## src/rtl/pipe_hazard_ctrl.sv

```systemverilog
// Central stall/flush sequencer for a 5-stage pipeline: load-use, redirect,
// multi-cycle EX and data-memory wait resolved under one fixed priority.
module pipe_hazard_ctrl #(
  parameter int unsigned MC_LAT = 4,
  parameter int unsigned CNT_W  = 4,
  parameter int unsigned REG_W  = 5,
  parameter int unsigned PERF_W = 16
) (
  input  logic              clk,
  input  logic              Rst,
  input  logic [REG_W-1:0]  id_rs,
  input  logic [REG_W-1:0]  id_rt,
  input  logic              id_use_rs,
  input  logic              id_use_rt,
  input  logic              ex_mem_read,
  input  logic [REG_W-1:0]  ex_rd,
  input  logic              ex_redirect,
  input  logic              ex_mc_start,
  input  logic              dmem_ready,
  output logic              pc_we,
  output logic              pc_redirect,
  output logic              ifid_we,
  output logic              ifid_flush,
  output logic              idex_we,
  output logic              idex_flush,
  output logic              exmem_we,
  output logic              exmem_flush,
  output logic              memwb_we,
  output logic              memwb_flush,
  output logic              busy,
  output logic [PERF_W-1:0] stall_count
);

  typedef enum logic {RUN, MC_WAIT} state_e;

  localparam bit          MC_EN   = (MC_LAT > 1);
  localparam int unsigned MC_LOAD = MC_EN ? (MC_LAT - 2) : 0;

  state_e              state_q, state_d;
  logic [CNT_W-1:0]    cnt_q, cnt_d;
  logic [PERF_W-1:0]   stall_count_q, stall_count_d;
  logic                mc_stall;
  logic                load_use;

  // The whole FSM freezes while memory is not ready, so a multi-cycle op whose
  // final cycle coincides with a MEM wait cannot re-trigger from RUN.
  always_comb begin
    state_d  = state_q;
    cnt_d    = cnt_q;
    mc_stall = 1'b0;
    unique case (state_q)
      RUN: begin
        if (ex_mc_start && MC_EN && dmem_ready) begin
          mc_stall = 1'b1;
          state_d  = MC_WAIT;
          cnt_d    = CNT_W'(MC_LOAD);
        end
      end
      MC_WAIT: begin
        if (cnt_q != '0) begin
          mc_stall = 1'b1;
          if (dmem_ready) cnt_d = cnt_q - CNT_W'(1);
        end else if (dmem_ready) begin
          state_d = RUN;
        end
      end
      default: state_d = RUN;
    endcase
  end

  always_comb begin
    load_use = ex_mem_read && (ex_rd != '0) &&
               ((id_use_rs && (id_rs == ex_rd)) || (id_use_rt && (id_rt == ex_rd)));
  end

  always_comb begin
    pc_we       = 1'b1;
    pc_redirect = 1'b0;
    ifid_we     = 1'b1;
    ifid_flush  = 1'b0;
    idex_we     = 1'b1;
    idex_flush  = 1'b0;
    exmem_we    = 1'b1;
    exmem_flush = 1'b0;
    memwb_we    = 1'b1;
    memwb_flush = 1'b0;
    if (!dmem_ready) begin
      pc_we       = 1'b0;
      ifid_we     = 1'b0;
      idex_we     = 1'b0;
      exmem_we    = 1'b0;
      memwb_flush = 1'b1;
    end else if (mc_stall) begin
      pc_we       = 1'b0;
      ifid_we     = 1'b0;
      idex_we     = 1'b0;
      exmem_flush = 1'b1;
    end else if (ex_redirect) begin
      pc_redirect = 1'b1;
      ifid_flush  = 1'b1;
      idex_flush  = 1'b1;
    end else if (load_use) begin
      pc_we      = 1'b0;
      ifid_we    = 1'b0;
      idex_flush = 1'b1;
    end
  end

  always_comb begin
    stall_count_d = stall_count_q;
    if (!pc_we && (stall_count_q != '1)) stall_count_d = stall_count_q + PERF_W'(1);
  end

  always_ff @(posedge clk or negedge Rst) begin
    if (!Rst) begin
      state_q       <= RUN;
      cnt_q         <= '0;
      stall_count_q <= '0;
    end else begin
      state_q       <= state_d;
      cnt_q         <= cnt_d;
      stall_count_q <= stall_count_d;
    end
  end

  assign busy        = (state_q == MC_WAIT);
  assign stall_count = stall_count_q;

endmodule
```

## config.mk

```make
export PLATFORM = sky130hd
export DESIGN_NAME = pipe_hazard_ctrl
export DESIGN_NICKNAME = d
export VERILOG_FILES = /design/src/rtl/pipe_hazard_ctrl.sv
export SDC_FILE = /design/constraint.sdc
export NUM_CORES = 1
export LEC_CHECK = 0
export BUFFER_PORTS_ARGS = -buffer_cell sky130_fd_sc_hd__buf_2
export CAP_MARGIN = 10
export CORE_MARGIN = 5
export CORE_UTILIZATION = 43
export DETAILED_ROUTE_END_ITERATION = 6
export GPL_TIMING_DRIVEN = 0
export PLACE_DENSITY_LB_ADDON = 0.2
export SETUP_SLACK_MARGIN = 0.1
export SYNTH_ARGS = -nofsm -noshare
export SYNTH_HDL_FRONTEND = slang
export SYNTH_SLANG_ARGS = --single-unit
```

## constraint.sdc

```tcl
create_clock -name clk -period 2.6 [get_ports clk]
set_input_delay 0.65 -clock clk [delete_from_list [all_inputs] [get_ports clk]]
set_output_delay 0.65 -clock clk [all_outputs]
set_load 0.005 [all_outputs]
```

==> impl_metrics.json <==
{
  "cts_buffers": 3,
  "grt_pass1_wl_um": 5040,
  "yosysWarnings": 0,
  "crit_end": "pc_we",
  "synth_cell_types": 36,
  "ys.flop_type": "dfrtp_1",
  "timing.rr.start": "stall_count[3]",
  "setup_violations": 1,
  "status": "complete, but fails checks",
  "cts_root_buffer": "clkbuf_4",
  "fin_area_um2": 1670,
  "h-tree-depth": 1,
  "clock_latency_ns": 0.31,
  "clockBufferDepth": 2,
  "synthesis.nets": 155,
  "fin_crit_ns": 2.61,
  "boundaryPins": 50,
  "r2r_cells": 6,
  "vias": 1123,
  "path_buf_inv": 4,
  "dieArea_um2": 4160,
  "nFillCells": 254,
  "dp_hpwl_um": 2170,
  "cp.required_ns": 1.95,
  "violations": "setup timing",
  "leakage_nw": 0.805,
  "worstReg2RegEnd": "stall_count[5]",
  "wire_per_inst_um": 13.5,
  "dieWidth_um": 64.5,
  "cp_slowest_stage_delay_ns": 0.54,
  "crit_path_top_delay_cell": "or4_4",
  "drc": 0,
  "track_usage_pct": 15.0,
  "rows": 19,
  "min_path_type": "in2async",
  "grt_overflow_total": 0,
  "grt_pass1_vias": 1202,
  "critPathLaunchType": "primary input",
  "setup_slack_ns": -0.00909,
  "worst-path-max-fanout": 5,
  "crit_path_frequent_cell": "buf_6",
  "fin_crit_sh_pct": 100,
  "hold_viol": 0,
  "drtIter0Drc": 9,
  "cts_tree": "built",
  "num-nets-final": 212,
  "die_h_um": 64.5,
  "cp-startpoint": "ex_rd[4]",
  "async_flop_share_pct": 100,
  "maxCapViolCount": 0,
  "antenna_found_initial": 0,
  "dp.cells": 208,
  "ant_nets": 0,
  "synth.yosys.seq_area_share_pct": 41.2,
  "ir_drop_mv": 0.492,
  "synthCells": 129,
  "holdBufCountCts": 0,
  "drt_wl_total_um": 2910,
  "grt_max_degree": 22,
  "area_delta_synth_final_pct": 30.7,
  "placed_cell_area_um2": 1560,
  "path_delay_family": "simple AND/OR/NAND/NOR gates",
  "crit_type": "in2out",
  "vias_per_cell": 5.20,
  "postSynthAreaPerCell_um2": 9.89,
  "final_cells": 216,
  "cts.sinks": 21,
  "fp.coreArea_um2": 2810,
  "path_clk_slew_ns": 0.12,
  "cp.arrival_ns": 1.96,
  "synthesis.area_um2": 1280,
  "rsz0062_at_grt": "true",
  "crit_path_end_kind": "primary output",
  "drive_gt1_share_pct": 40.0,
  "synth_edf_count": 0,
  "ys_ff_latch": 21,
  "port_buffers": 48,
  "cp.depth": 8,
  "slew_viol_final": 0,
  "power.density_nw_per_um2": 792,
  "fmax_ghz": 0.383,
  "total_power_mw": 1.32,
  "crit_chain": "buf_8, or4_4, o21ai_4, nor2_2, a21boi_4, buf_6, buf_6, buf_6",
  "first_pass_iters": 4,
  "gp_congestion": 0.803,
  "reg2reg_slack_ns": 0.57,
  "fin_skew_ns": 0.00649,
  "antenna_cells": 0,
  "start_util_pct": 45.5
}
## how the worst min path moves through the flow
stage / start / endpoint / slack [ns] / cells past startpoint
6_report: Rst / stall_count[10] / 0.27 / 1
3_5_place_dp: stall_count[15] / stall_count[15] / 0.48 / 1
3_3_place_gp: stall_count[15] / stall_count[15] / 0.48 / 1
4_1_cts: Rst / stall_count[10] / 0.29 / 1
2_1_floorplan: Rst / busy / 0.35 / 0
5_1_grt: Rst / stall_count[10] / 0.30 / 1
## placed cells by master, fill, tap and decap left out, drive strengths merged, types with 5 or more instances in the layout
master  instances
buf            58
dfrtp          21
nand2          11
nand3           5
nand4           5
nor2           11
nor3            7
nor4            6
xnor2          12
xor2           15
## registers in the layout, indices dropped and copies added, names as in the netlist
register     count
busy             1
stall_count     16
cnt_q            4
## Yosys cell counts, types with 2 or more instances
master / number / area share [%]
mux2_4: 2 / 2.4
nor3b_1: 2 / 1.2
dfrtp_1: 21 / 41
or3_1: 2 / 0.98
nor4_1: 4 / 2.0
or4_1: 2 / 1.2
nand2_1: 11 / 3.2
xor2_1: 15 / 10
buf_4: 4 / 2.4
nand3_1: 5 / 2.0
nand4_1: 5 / 2.5
xnor2_1: 12 / 8.2
nor2_1: 10 / 2.9
nor3_1: 6 / 2.4
nor4_2: 2 / 2.0
inv_1: 4 / 1.2
ha_1: 3 / 2.9
## routing by layer
metal	part of all wire, %	track usage [%]	vias to the layer above
li1	-	-	553
met1	44	17.9	532
met2	50	27.2	31
met3	4.0	2.25	7
met4	1.7	5.54	0
met5	0	0	-
## stage by stage
stage               setup TNS [ns]  setup slack (ns)  hold slack (ns)  utilization [%]
detailed placement          -0.470            -0.276            0.483             55.4
global route               -0.0467           -0.0467            0.301             59.5
finish                    -0.00909          -0.00909            0.272             59.5
floorplan                        0            0.0782            0.354                -
CTS                        -0.0563           -0.0563            0.286             58.7
global placement            -0.476            -0.279            0.476             55.4
## worst reg2reg max path, cell delays in order (launching register included)
cell and delay [ns]:
dfrtp_1 0.45, nand4_1 0.28, or2_1 0.34, nor3_2 0.29, buf_2 0.31, nor4_1 0.10, xor2_1 0.14
## logic make-up (layout without fill, tap and decap cells)
kind of cell	Yosys count	count (layout)	share of synthesized area [%]
simple gates	58	58	25.5
xor+xnor	27	27	18.5
flops	21	21	41.2
buf+inv	10	66	4.80
compound gates	7	7	4.41
fa+ha+maj	3	3	2.94
mux	2	2	2.35
other cells	1	1	0.294
## power breakdown
part           total (mW)  switching, mW  internal, mW  leakage, nW
clock network       0.159         0.0995        0.0599       0.0150
logic               0.585          0.273         0.312        0.539
registers           0.577          0.131         0.446        0.251
total                1.32          0.504         0.818        0.805
## cell type report
cell class	count	area, um2	share of cell area [%]
Timing Repair Buffer	52	293	17.6
Multi-Input combinational cell	98	719	43.1
Tap cell	31	38.8	2.33
Buffer	6	50.0	3.00
Sequential cell	21	526	31.5
Clock buffer	4	26.3	1.58
Inverter	4	15.0	0.900
## timing repair
| item | CTS | global route |
|---|---|---|
| endpoints found under the hold margin | 0 | 0 |
| endpoints found under the setup margin | 2 | 3 |
| gates resized for setup | 10 | 5 |
| pin swaps | 4 | 3 |
| buffers inserted | 4 | 0 |
Power figures use the tool's default switching activity.
